--- src/rtl/trig_unit_seq.sv ---
// trig_unit_seq: sequential sine/cosine of an integer degree angle.
// Angle is reduced to [0,360), folded onto a shared quarter-wave ROM.
module trig_unit_seq #(
  parameter int ANGLE_W = 10,
  parameter int FRAC_W  = 12
) (
  input  logic                      clock,
  input  logic                      reset,
  input  logic                      in_valid,
  output logic                      in_ready,
  input  logic signed [ANGLE_W-1:0] in_angle,
  output logic                      out_valid,
  input  logic                      out_ready,
  output logic signed [FRAC_W+1:0]  out_sin,
  output logic signed [FRAC_W+1:0]  out_cos,
  output logic [1:0]                out_quad
);

  localparam int OUT_W = FRAC_W + 2;
  localparam int ACC_W = ANGLE_W + 2;
  localparam logic signed [ACC_W-1:0] DEG360 = ACC_W'(360);
  localparam logic [127:0] PI_Q40 = 128'h3243F6A8885;

  // Elaboration-time sine in Q.40 (Taylor series), rounded to FRAC_W bits.
  function automatic logic [FRAC_W:0] sin_q(input int k);
    logic [127:0] x;
    logic [127:0] x2;
    logic [127:0] term;
    logic [127:0] pos;
    logic [127:0] neg;
    logic [127:0] s;
    x    = (128'(k) * PI_Q40) / 128'd180;
    x2   = (x * x) >> 40;
    term = x;
    pos  = x;
    neg  = '0;
    for (int n = 1; n <= 12; n++) begin
      term = ((term * x2) >> 40) / 128'((2 * n) * (2 * n + 1));
      if ((n % 2) == 1) neg = neg + term;
      else              pos = pos + term;
    end
    s = pos - neg;
    return (FRAC_W+1)'((s + (128'd1 << (39 - FRAC_W))) >> (40 - FRAC_W));
  endfunction

  logic [FRAC_W:0] rom [128];

  for (genvar k = 0; k < 128; k++) begin : g_rom
    if (k <= 90) begin : g_val
      localparam logic [FRAC_W:0] V = sin_q(k);
      assign rom[k] = V;
    end else begin : g_pad
      assign rom[k] = '0;
    end
  end

  typedef enum logic [2:0] {
    IDLE, REDUCE, FOLD, LOOK_SIN, LOOK_COS, DONE
  } state_t;

  state_t state;
  state_t state_next;

  logic signed [ACC_W-1:0] acc;
  logic [6:0] sin_idx;
  logic [6:0] cos_idx;
  logic       sin_neg;
  logic       cos_neg;
  logic [1:0] quad;

  logic [8:0] a;
  logic [6:0] f_sin_idx;
  logic [6:0] f_cos_idx;
  logic       f_sin_neg;
  logic       f_cos_neg;
  logic [1:0] f_quad;

  logic [6:0]             rom_idx;
  logic                   rom_neg;
  logic signed [OUT_W-1:0] mag;
  logic signed [OUT_W-1:0] val;

  logic acc_low;
  logic acc_high;

  assign acc_low  = acc < 0;
  assign acc_high = acc >= DEG360;

  always_comb begin
    state_next = state;
    in_ready   = 1'b0;
    out_valid  = 1'b0;
    case (state)
      IDLE: begin
        in_ready = 1'b1;
        if (in_valid) state_next = REDUCE;
      end
      REDUCE: begin
        if (!acc_low && !acc_high) state_next = FOLD;
      end
      FOLD:     state_next = LOOK_SIN;
      LOOK_SIN: state_next = LOOK_COS;
      LOOK_COS: state_next = DONE;
      DONE: begin
        out_valid = 1'b1;
        if (out_ready) state_next = IDLE;
      end
      default:  state_next = IDLE;
    endcase
  end

  always_ff @(posedge clock) begin
    if (reset) state <= IDLE;
    else       state <= state_next;
  end

  always_comb begin
    a         = acc[8:0];
    f_quad    = 2'd3;
    f_sin_idx = 7'(9'd360 - a);
    f_cos_idx = 7'(a - 9'd270);
    f_sin_neg = 1'b1;
    f_cos_neg = 1'b0;
    unique case (1'b1)
      (a < 9'd90): begin
        f_quad    = 2'd0;
        f_sin_idx = 7'(a);
        f_cos_idx = 7'(9'd90 - a);
        f_sin_neg = 1'b0;
        f_cos_neg = 1'b0;
      end
      (a >= 9'd90 && a < 9'd180): begin
        f_quad    = 2'd1;
        f_sin_idx = 7'(9'd180 - a);
        f_cos_idx = 7'(a - 9'd90);
        f_sin_neg = 1'b0;
        f_cos_neg = 1'b1;
      end
      (a >= 9'd180 && a < 9'd270): begin
        f_quad    = 2'd2;
        f_sin_idx = 7'(a - 9'd180);
        f_cos_idx = 7'(9'd270 - a);
        f_sin_neg = 1'b1;
        f_cos_neg = 1'b1;
      end
      default: ;
    endcase
  end

  // One ROM port: sine index in LOOK_SIN, cosine index otherwise.
  always_comb begin
    rom_idx = cos_idx;
    rom_neg = cos_neg;
    if (state == LOOK_SIN) begin
      rom_idx = sin_idx;
      rom_neg = sin_neg;
    end
    mag = $signed({1'b0, rom[rom_idx]});
    val = rom_neg ? -mag : mag;
  end

  always_ff @(posedge clock) begin
    if (reset) begin
      acc      <= '0;
      sin_idx  <= '0;
      cos_idx  <= '0;
      sin_neg  <= 1'b0;
      cos_neg  <= 1'b0;
      quad     <= '0;
      out_sin  <= '0;
      out_cos  <= '0;
      out_quad <= '0;
    end else begin
      case (state)
        IDLE: begin
          if (in_valid) acc <= {{2{in_angle[ANGLE_W-1]}}, in_angle};
        end
        REDUCE: begin
          if (acc_low)       acc <= acc + DEG360;
          else if (acc_high) acc <= acc - DEG360;
        end
        FOLD: begin
          sin_idx <= f_sin_idx;
          cos_idx <= f_cos_idx;
          sin_neg <= f_sin_neg;
          cos_neg <= f_cos_neg;
          quad    <= f_quad;
        end
        LOOK_SIN: out_sin <= val;
        LOOK_COS: begin
          out_cos  <= val;
          out_quad <= quad;
        end
        default: ;
      endcase
    end
  end

endmodule

--- config.mk ---
export PLATFORM = sky130hd
export DESIGN_NAME = trig_unit_seq
export DESIGN_NICKNAME = d
export VERILOG_FILES = /design/src/rtl/trig_unit_seq.sv
export SDC_FILE = /design/constraint.sdc
export NUM_CORES = 1
export LEC_CHECK = 0
export ABC_AREA = 1
export BUFFER_PORTS_ARGS = -buffer_cell sky130_fd_sc_hd__buf_4
export CAP_MARGIN = 25
export CORE_MARGIN = 5
export CORE_UTILIZATION = 45
export DETAILED_ROUTE_END_ITERATION = 10
export PLACE_DENSITY = 0.68
export SYNTH_ARGS = -nofsm -noshare
export SYNTH_HDL_FRONTEND = slang
export SYNTH_SLANG_ARGS = --single-unit
--- constraint.sdc ---
create_clock -name clock -period 5.89 [get_ports clock]
set_input_delay 0.589 -clock clock [delete_from_list [all_inputs] [get_ports clock]]
set_output_delay 0.589 -clock clock [all_outputs]
set_load 0.02 [all_outputs]
; ---- Word level (Yosys, flattened, before mapping)
; Memories as Yosys holds them, arrays and structs flattened.
; Cells that the tools add are included.
[totals]
regBits = 63
mem_bits_ro = 1664
in_bits = 14
out_inout_bits = 32
word_cells = 70
mem_count = 1
[op_classes]
n_addsub = 10
n_lt_le_gt_ge = 8
eq_ne = 9
n_mux = 20
n_bitwise = 1
n_reduce_logical = 11
[memory_table]
columns = name, depth, width, read_ports, rd_ports_with_merged_regs, wr, line
row1 = (no name shown), 128, 13, 1, 0, 0, 158  ; mag = $signed({1'b0, rom[rom_idx]});
[ops]
columns = op, count
row1 = $pmux 7 s3, 2
row2 = $mux 12, 3
row3 = $mux 13, 2
row4 = $pmux 12 s2, 1
row5 = $pmux 3 s6, 1
row6 = $mux 14, 1
row7 = $neg 13->14, 1
row8 = $sub 7x7->7 const A, 2
row9 = $add 12x10->12 const B, 1
row10 = $ge 12x10->1 const B, 1
row11 = $lt 12x1->1 const B, 1
row12 = $sub 12x10->12 const B, 1
row13 = $ge 9x7->1 const B, 1
row14 = $ge 9x8->1 const B, 1
row15 = $lt 9x7->1 const B, 1
row16 = $lt 9x8->1 const B, 1
row17 = $lt 9x9->1 const B, 1
row18 = $mux 3, 3
row19 = $ge 8x8->1 const B, 1
row20 = $not 7->8, 1
row21 = $mux 7, 1
row22 = $sub 4x7->7 const A, 1
row23 = $sub 6x7->7 const A, 1
row24 = $sub 7x4->7 const B, 1
row25 = 15 further kinds, 28

; ---- Logic depth before layout (Yosys ltp)
; Gate-level depths: netlist of run 1.
[logic_depth]
word_depth = 8
mapped_depth = 25

; ---- Worst setup path before layout of run 1
; OpenSTA, ideal clock, no wires.
[synth_timing]
path_type = flip-flop to flip-flop
startpoint = register state[1]
endpoint = register out_cos[8]
setup_time_ns = 0.128
arrival_ns = 2.847
path_slack_ns = 2.915
path_stages_with_launch = 23
n_path_buf = 2
period_less_slack_ns = 2.975
cell_sequence = dfxtp_1 -> buf_4 -> nand2_1 -> nor2_2 -> buf_4 -> nand2_1 -> nand2_1 -> ha_1 -> inv_1 -> nand3_1 -> a21oi_2 -> nor2_1 -> nand2_1 -> nand3_1 -> nand2_2 -> ha_1 -> nand3_1 -> nor2_1 -> nand2_1 -> nand2_1 -> nand3_1 -> nand2_1 -> a21oi_1
[synth_between]
elab_chain_len = 8
elab_cells_between_ends = 10
classes_between = add/sub: 1 / eq/ne: 2 / mux: 5 / bitwise: 1 / memory: 1
[synth_rtl]
columns = item, line
row1 = "start, declared", 61  ; state_t state;
row2 = "start signal, assigned", 114  ; else state <= state_next;
row3 = $eq 3x2->1, 154  ; if (state == LOOK_SIN) begin
row4 = $mux 7, 154
row5 = $not 7->8 (implied by the code), 158
row6 = $mem_v2 128x13, --
row7 = $mux 13 (implied by the code) (2 in a row), 158
row8 = $neg 13->14, 159  ; val = rom_neg ? -mag : mag;
row9 = $mux 14, 159
row10 = "end signal, assigned", 191  ; out_cos <= val;
row11 = "end, declared", 15  ; output logic signed [FRAC_W+1:0] out_cos,
; Parallel ways exist; a longest one is shown, timed or not. The select of a mux whose other input is x is not followed.
; A chain may end at the register's enable or synchronous reset.

; ---- Worst setup path after layout of run 1
[layout_timing]
startpoint = register state[1]
endpoint = register out_sin[8]
[layout_between]
elab_chain_len = 8
elab_cells_between_ends = 9
classes_between = add/sub: 1 / eq/ne: 1 / mux: 5 / bitwise: 1 / memory: 1
[layout_rtl]
columns = item, line
row1 = $eq 3x2->1 (*), "154, 174"
row2 = $mux 7, 154
row3 = $not 7->8 (implied by the code), 158
row4 = $mem_v2 128x13, --
row5 = $mux 13 (implied by the code) (2 in a row), 158
row6 = $neg 13->14, 159
row7 = $mux 14, 159
row8 = "end signal, assigned", 189  ; LOOK_SIN: out_sin <= val;
row9 = "end, declared", 14  ; output logic signed [FRAC_W+1:0] out_sin,
; Mark *: on every way between the ends. The rest lies on a longest branch, timed or not. The select of a mux whose other input is x is not followed.

==> impl_metrics.yaml, run 1 <==
detailed_routing:
  drc_errors: 0
  drt_iter0_markers: 476
  wl_um: 16000
  vias_per_cell: 5.52
  ant_nets: 0
  num_vias: 5951
  avgRoutedWirePerCell_um: 14.8
  first_pass_iters: 6
place:
  place.port_buffers: 45
  place.gp.congestion: 0.962
  post_dp_cell_area_mm2: 0.00578
  place_hpwl_um: 11700
  placed_cells: 1062
critical_path:
  crit_fanout: 34
  crit_type: "reg2reg"
  critPathCaptureType: "register"
  crit_arrival_ps: 3910
  crit_required_ps: 6090
  cp-start-kind: "register"
cells_and_area:
  stdcell_area_mm2: 0.00612
  layout.cells.non_filler: 1079
  layout_commonest_cell: "nand2_1"
  finalNetCount: 973
  most-common-layout-cells: "nand2_1, inv_1, nand3_1, nor2_1, o21ai_0"
  drive_gt1_share_pct: 12.4
  final_core_util_pct: 51.4
  syn_to_final_growth_pct: 12.8
  antenna_cells: 0
timing:
  setup_tns_ps: 0
  rsz0062_at_grt: "no"
  hold_viol: 0
  min_period_ps: 3710
  finalSetupViolations: 0
  timing.final.crit_share_pct: 63.0
  max_freq_mhz: 270
  max_slew_margin_pct: 45.5
  fin_skew_ps: 6.07
  drv_slew: 0
  tightest_slew_ps: 815
clock_network:
  clk_pin_slew_ps: 50
  htreeDepth: 3
  cts_buffer_depth: 2
  root_buffer: "clkbuf_16"
  cts_tree: "yes"
  clock_latency_ps: 330
  cts.sinks: 63
  cts_buffers: 9
  cts_resized: 0
  cts_setup_buffers: 0
  postCtsHoldBufs: 0
yosys:
  yosysSeqAreaShare_pct: 23.2
  synthesis.nets: 950
  synth_edf_count: 0
  synth_ff_type: "dfxtp_1"
  ys_seq_elements: 63
  syn_inst: 905
  synth.distinct_cells: 42
  yosysWarnings: 0
  async_reset_ff_share_pct: 0
  netlist_area_mm2: 0.00543
  syn_avg_cell_area_um2: 6.00
floorplan:
  die_y_um: 120
  rows: 40
  die_w_um: 120
  ios: 46
  core_mm2: 0.0119
  dieArea_mm2: 0.0144
  start_util_pct: 45.6
run_status:
  status: "complete, no violations"
min_path:
  hold_path_class: "reg2reg"
global_route:
  grt_pass1_vias: 5367
  antenna_found_initial: 0
  grt_max_degree: 41
  grt_use_total_pct: 22.1
  grt-ovfl-total: 0
  grt_pass1_wl_um: 26200
pwr:
  power.leakage_nw: 3.02
  ir_drop_mv: 0.218
  powerDensity_mw_per_mm2: 356
job:
  maxCapViolations: 0
[cells by family after synthesis]
kind of cell / synth area share [%]
AOI/OAI and AO/OA: 18.5
buffers and inverters: 11.2
DFF: 23.2
and+or+nand+nor: 37.5
adders and majority gates: 7.28
xor gates and xnor gates: 2.26
[path summary, 6_finish.rpt]
check | depth (start not counted) | endpoint | slack, ps | start
setup / recovery | 21 | out_sin[8]$_SDFFE_PP0P_ | 2180 | state[1]$_SDFFE_PP0P_
hold / removal | 2 | sin_neg$_SDFFE_PP0N_ | 470 | sin_neg$_SDFFE_PP0N_
setup reg to reg | 21 | out_sin[8]$_SDFFE_PP0P_ | 2180 | state[1]$_SDFFE_PP0P_
hold reg to reg | 2 | sin_neg$_SDFFE_PP0N_ | 470 | sin_neg$_SDFFE_PP0N_
[Yosys cell counts, drive strengths merged (2+ instances only)]
| cell type | count | area [um^2] |
|---|---|---|
| nand2 | 271 | 1060 |
| inv | 107 | 402 |
| nand3 | 88 | 458 |
| nor2 | 82 | 333 |
| o21ai | 80 | 404 |
| dfxtp | 63 | 1260 |
| a21oi | 56 | 288 |
| ha | 30 | 375 |
| clkbuf | 21 | 78.8 |
| buf | 17 | 123 |
| a31oi | 14 | 87.6 |
| nand4 | 11 | 68.8 |
| xor2 | 11 | 96.3 |
| or2 | 10 | 62.6 |
| o211ai | 8 | 60.1 |
| nor3 | 6 | 35.0 |
| a211oi | 5 | 37.5 |
| o31ai | 5 | 37.5 |
| o21bai | 4 | 30.0 |
| a41oi | 3 | 26.3 |
| xnor2 | 3 | 26.3 |
| clkinv | 2 | 7.51 |
| nand3b | 2 | 15.0 |
[registers in the layout (all words and copies together), names as in the netlist]
signal,flops
acc,12
cos_idx,7
cos_neg,1
out_cos,14
out_quad,2
out_sin,14
quad,2
sin_idx,7
sin_neg,1
state,3
[where the power goes]
part           internal (mW)  switching (mW)
sequential             0.470          0.0612
combinational          0.361           0.727
clock                  0.378           0.184
[through the flow]
stage          worst slack (ps)  power [mW]  hold slack [ps]
6_report                   2180        2.18              466
5_1_grt                    1810        2.37              505
4_1_cts                    2170        2.17              465
3_5_place_dp               2180        1.60              457
3_3_place_gp               2220        1.60              455
2_1_floorplan              2910        1.37              445
[area by class of cell]
type                       count  area, um^2
fill                        1245        5790
inverter                     109         409
sequential                    63        1260
tap                          147         184
timing repair buffer          50         390
clock buffer                  11         243
clock inverter                 4        70.1
multi-input combinational    695        3560
[routing by layer]
metal / part of all wire [%] / vias up / wire length, um / GRT usage [%]
met4: 3.6 / 0 / 577 / 8.73
met2: 47 / 234 / 7540 / 37.4
met5: 0 / - / 0 / 0
met3: 6.2 / 55 / 987 / 4.01
met1: 43 / 2659 / 6890 / 27.8
li1: - / 3003 / - / -
[worst max-delay path, cell delays in order (launching register included)]
cell     delay, ps
dfxtp_1        530
nand2_1        110
nor2_2          90
buf_4          310
nand2_1         90
nand2_1        300
ha_1           360
inv_1          140
nand3_1        200
a21oi_2        210
nor2_1          60
nand2_1         50
nand3_1         80
nand2_2        120
ha_1           170
nand3_1         90
nor2_1         190
nand2_1        100
nand2_1        110
nand3_1         80
nand2_1        100
a21oi_1         70
No activity file was read; power rests on OpenSTA's default activity.
==> run 2, diff against run 1 <==
PLACE_DENSITY = 0.7   (was 0.68)
clock period = 3.05 ns   (was 5.89 ns; I/O delays follow)
==> run 2 against run 1 <==
Effect of this change:
- clock skew decreased by 1.1 ps
- sequential power grew 90%
- final cell count increased by 4.6%
- via count is 3.5% higher
- largest power group unchanged
- critical path type unchanged
==> impl_metrics.yaml, run 2 (same netlist as run 1, synthesis figures left out) <==
critical_path:
  cp_slowest_stage_delay_ps: 360
  crit_arrival_ps: 3040
  critPathCaptureType: "register"
  crit_fanout: 4
  cp-start-kind: "register"
  path_delay_family: "compound AO/OA/AOI/OAI gates"
  cp_slowest_cell: "ha_1"
  crit_required_ps: 3240
  path_cells: "clkinv_1 -> ha_1 -> a21oi_1 -> or2_2 -> a31oi_2 -> inv_1 -> nand2_1 -> inv_1 -> ha_1 -> a31oi_2 -> nor2_1 -> o21ai_0 -> nand2_1 -> o21ai_0 -> a41oi_1"
  cp_num_buf_inv: 3
  crit_type: "reg2reg"
timing:
  hold_viol: 0
  max_freq_mhz: 352
  min_period_ps: 2840
  worst_slack_ps: 208
  finalSetupViolations: 0
  rsz0062_at_grt: "yes"
  tightest_slew_ps: 634
  fin_skew_ps: 5.01
  hold_ws_ps: 240
  drv_slew: 0
  setup_tns_ps: 0
  timing.final.crit_share_pct: 93.2
  max_slew_margin_pct: 57.3
clock_network:
  clk_pin_slew_ps: 60
  cts.sinks: 63
  htreeDepth: 3
  cts_buffers: 9
  root_buffer: "clkbuf_16"
  clock_latency_ps: 330
  cts_tree: "yes"
  cts_buffer_depth: 2
floorplan:
  die_w_um: 120
  die_y_um: 120
  core_mm2: 0.0119
  start_util_pct: 45.6
  ios: 46
  dieArea_mm2: 0.0144
  rows: 40
detailed_routing:
  drt_iter0_markers: 659
  wl_um: 16700
  num_vias: 6157
  ant_nets: 0
  vias_per_cell: 5.45
  avgRoutedWirePerCell_um: 14.8
  drc_errors: 0
  first_pass_iters: 6
global_route:
  grt_pass1_wl_um: 27500
  grt-ovfl-total: 0
  grt_max_degree: 31
  grt_pass1_vias: 5659
  antenna_found_initial: 0
  grt_use_total_pct: 23.2
place:
  post_dp_cell_area_mm2: 0.00612
  pre_cts_ws_ps: 62.5
  place.gp.congestion: 1.05
  placed_cells: 1107
  place.port_buffers: 45
  place_hpwl_um: 12700
cells_and_area:
  stdcell_area_mm2: 0.00659
  layout_commonest_cell: "nand2_1"
  antenna_cells: 0
  finalNetCount: 1022
  fill_cells: 1218
  top_regs: "out_cos x14, out_sin x14, acc x12"
  layout.cells.non_filler: 1129
  most-common-layout-cells: "nand2_1, buf_4, inv_1, nand3_1, nor2_1"
  syn_to_final_growth_pct: 21.4
  drive_gt1_share_pct: 19.2
min_path:
  hold_path_class: "in2reg"
pwr:
  powerDensity_mw_per_mm2: 683
  power.leakage_nw: 3.25
  ir_drop_mv: 0.444
run_status:
  status: "complete, no violations"
job:
  maxCapViolations: 0
run 2: path summary, 6_finish.rpt:
kind / startpoint / endpoint / slack, ps / cells past startpoint
setup reg to reg: acc[3]$_SDFFE_PP0P_ / sin_idx[5]$_SDFFE_PP0N_ / 210 / 15
setup / recovery: acc[3]$_SDFFE_PP0P_ / sin_idx[5]$_SDFFE_PP0N_ / 210 / 15
hold reg to reg: quad[1]$_SDFFE_PP0N_ / quad[1]$_SDFFE_PP0N_ / 470 / 2
hold / removal: in_angle[4] / acc[4]$_SDFFE_PP0P_ / 240 / 3
run 2: layout make-up:
type | instances | area [um^2] | share of cell area (%)
clock buffer | 10 | 229 | 3.48
tap | 147 | 184 | 2.79
timing repair buffer | 99 | 751 | 11.4
clock inverter | 6 | 85.1 | 1.29
inverter | 109 | 412 | 6.25
multi-input combinational | 695 | 3660 | 55.5
sequential | 63 | 1270 | 19.3
run 2: through the flow:
stage,power (mW),utilization (%)
finish,4.50,55.3
global route,4.86,55.3
CTS,4.38,54.0
detailed placement,3.27,51.3
global placement,3.27,51.3
floorplan,2.64,-
run 2: power by group:
| part | internal [mW] | switching [mW] |
|---|---|---|
| Sequential | 0.910 | 0.0956 |
| Clock | 0.712 | 0.375 |
| Combinational | 0.882 | 1.52 |
run 2: tightest hold or removal path: cells and delay by family:
family | cells | cell delay [ps]
AOI/OAI and AO/OA | 1 | 70
buffers and inverters | 1 | 100
and+or+nand+nor | 1 | 50
run 2: repair_timing:
item                                    4_1_cts  5_1_grt
buffers inserted                              0        6
hold buffers                                  0        0
gates resized for setup                       0       34
endpoints found under the setup margin        0       29
run 2: per-layer routing:
layer,vias up,part of all wire [%],track usage [%]
li1,3101,-,-
met1,2751,43,29.0
met4,0,3.4,9.38
met3,55,5.9,4.62
met5,-,0,0
met2,250,47,39.0
==> run 3, diff against run 2 <==
CORE_UTILIZATION = 55   (was 45)
PLACE_DENSITY = 0.82   (was 0.7)
==> run 3 against run 2 <==
Effect of this change:
- flip-flop and latch count unchanged
- fmax fell by 0.24%
- final cell count decreased by 1.4%
- highest routed layer unchanged
- sequential share of layout area increased by 0.51 points
- first-iteration DRC count is 22% lower
- critical path type unchanged
==> impl_metrics.yaml, run 3 (same netlist as run 1, synthesis figures left out) <==
global_route:
  grt_use_total_pct: 28.3
  grt_pass1_vias: 5742
  met2_usage_pct: 47.0
  antenna_found_initial: 0
  grt_max_degree: 31
  grt_util_met3_pct: 4.58
  grtUsageMet1_pct: 35.4
  grt_pass1_wl_um: 27200
  grt-ovfl-total: 0
  busiest_layer: "met2"
timing:
  fin_skew_ps: 8.12
  tightest_slew_ps: 643
  worst_slack_ps: 201
  drv_slew: 0
  hold_viol: 0
  max_slew_margin_pct: 57.1
  max_freq_mhz: 351
  timing.final.crit_share_pct: 93.4
  finalSetupViolations: 0
  min_period_ps: 2850
run_status:
  status: "complete, no violations"
critical_path:
  crit_fanout: 9
  cp-start-kind: "register"
  critPathLaunch: "acc[4]$_SDFFE_PP0P_"
  crit_required_ps: 3330
  reg2reg_setup_slack_ps: 200
  r2r-end: "sin_idx[5]$_SDFFE_PP0N_"
  critPathCapture: "sin_idx[5]$_SDFFE_PP0N_"
  critPathCaptureType: "register"
  crit_type: "reg2reg"
  crit_arrival_ps: 3130
  timing.rr.start: "acc[4]$_SDFFE_PP0P_"
  ff2ff_path_depth: 15
pwr:
  power_mw: 4.13
  internal_power_mw: 2.15
  power.leakage_nw: 3.21
  clkPwrFrac_pct: 17.9
  swShare_pct: 47.9
  p_comb_share_pct: 57.5
  seq_power_share_pct: 24.6
  switching_power_mw: 1.98
  powerDensity_mw_per_mm2: 639
  ir_drop_mv: 0.576
cells_and_area:
  drive_gt1_share_pct: 19.7
  layout_commonest_cell: "nand2_1"
  finalNetCount: 1020
  stdcell_area_mm2: 0.00646
  final_core_util_pct: 66.7
  most-common-layout-cells: "nand2_1, inv_1, buf_4, nand3_1, nor2_1"
  syn_to_final_growth_pct: 18.9
  layout.cells.non_filler: 1113
  top_regs: "out_cos x14, out_sin x14, acc x12"
  antenna_cells: 0
place:
  placed_cells: 1092
  place.port_buffers: 45
  post_dp_cell_area_mm2: 0.00609
  place.gp.congestion: 1.02
  place_hpwl_um: 12400
  pre_cts_ws_ps: -65.4
clock_network:
  clk_pin_slew_ps: 70
  cts_buffers: 9
  htreeDepth: 3
  cts.sinks: 63
  clock_latency_ps: 360
  postCtsHoldBufs: 0
  root_buffer: "clkbuf_8"
  cts_tree: "yes"
  cts_buffer_depth: 2
detailed_routing:
  avgRoutedWirePerCell_um: 14.9
  num_vias: 6215
  drc_errors: 0
  ant_nets: 0
  drt_iter0_markers: 515
  first_pass_iters: 5
  wl_um: 16600
  vias_per_cell: 5.58
floorplan:
  start_util_pct: 56.0
  die_w_um: 109
  core_mm2: 0.00968
  dieArea_mm2: 0.0120
  die_y_um: 109
  rows: 36
  ios: 46
min_path:
  hold_path_class: "in2reg"
job:
  maxCapViolations: 0
-- run 3: cell types whose count changed in the layout (fill, tap and decap cells not counted), sizes merged --
cell      before  now
clkbuf        10    9
bufinv         2    1
clkinvlp       2    1
nand3         88   89
buf           99   96
inv          107  108
clkinv         4    6
-- run 3: layout make-up --
type	count	area (um^2)
clock inverter	7	73.8
inverter	109	412
clock buffer	9	124
sequential	63	1280
timing repair buffer	96	737
tap	133	166
fill	896	3230
multi-input combinational	696	3670
-- run 3: per-layer routing --
| metal | share of wire, % | up-vias |
|---|---|---|
| met5 | 0 | - |
| met4 | 4.0 | 0 |
| met3 | 6.9 | 60 |
| met2 | 48 | 266 |
| met1 | 41 | 2795 |
| li1 | - | 3094 |
-- run 3: how the worst min path moves through the flow --
| stage | startpoint | endpoint | slack, ps | cells after the start |
|---|---|---|---|---|
| finish | in_angle[4] | acc[4]$_SDFFE_PP0P_ | 220 | 3 |
| global placement | sin_neg$_SDFFE_PP0N_ | sin_neg$_SDFFE_PP0N_ | 450 | 2 |
| global route | in_angle[3] | acc[3]$_SDFFE_PP0P_ | 220 | 3 |
| floorplan | sin_neg$_SDFFE_PP0N_ | sin_neg$_SDFFE_PP0N_ | 450 | 2 |
| CTS | in_angle[4] | acc[4]$_SDFFE_PP0P_ | 200 | 3 |
| detailed placement | sin_neg$_SDFFE_PP0N_ | sin_neg$_SDFFE_PP0N_ | 460 | 2 |
-- run 3: power by group through the flow --
stage	clock (mW)	combinational (mW)	sequential [mW]
finish	0.737	2.37	1.02
global route	0.782	2.67	1.03
CTS	0.753	2.24	1.01
detailed placement	0	2.22	1.02
global placement	0	2.20	1.02
floorplan	0	1.65	0.995
-- run 3: through the flow --
stage,setup TNS (ps),hold slack (ps)
floorplan,0,445
global placement,-5.57,454
detailed placement,-73.1,464
CTS,0,201
global route,-12.1,220
finish,0,218
-- run 3: what timing repair did --
action	CTS	global route
pin swaps	0	11
cloned	0	1
endpoints found under the setup margin	6	27
setup buffers	0	4
endpoints found under the hold margin	0	0
gates resized for setup	5	34
-- run 3: critical path: stages, from the launching register on --
cell,delay (ps)
dfxtp_2,440
ha_2,260
a21oi_2,50
or2_4,240
a31oi_2,240
inv_1,70
nand2_1,80
inv_1,100
ha_1,340
a31oi_1,250
nor2_1,70
o21ai_0,150
nand2_1,90
a21oi_1,140
o21ai_0,110
a41oi_1,150
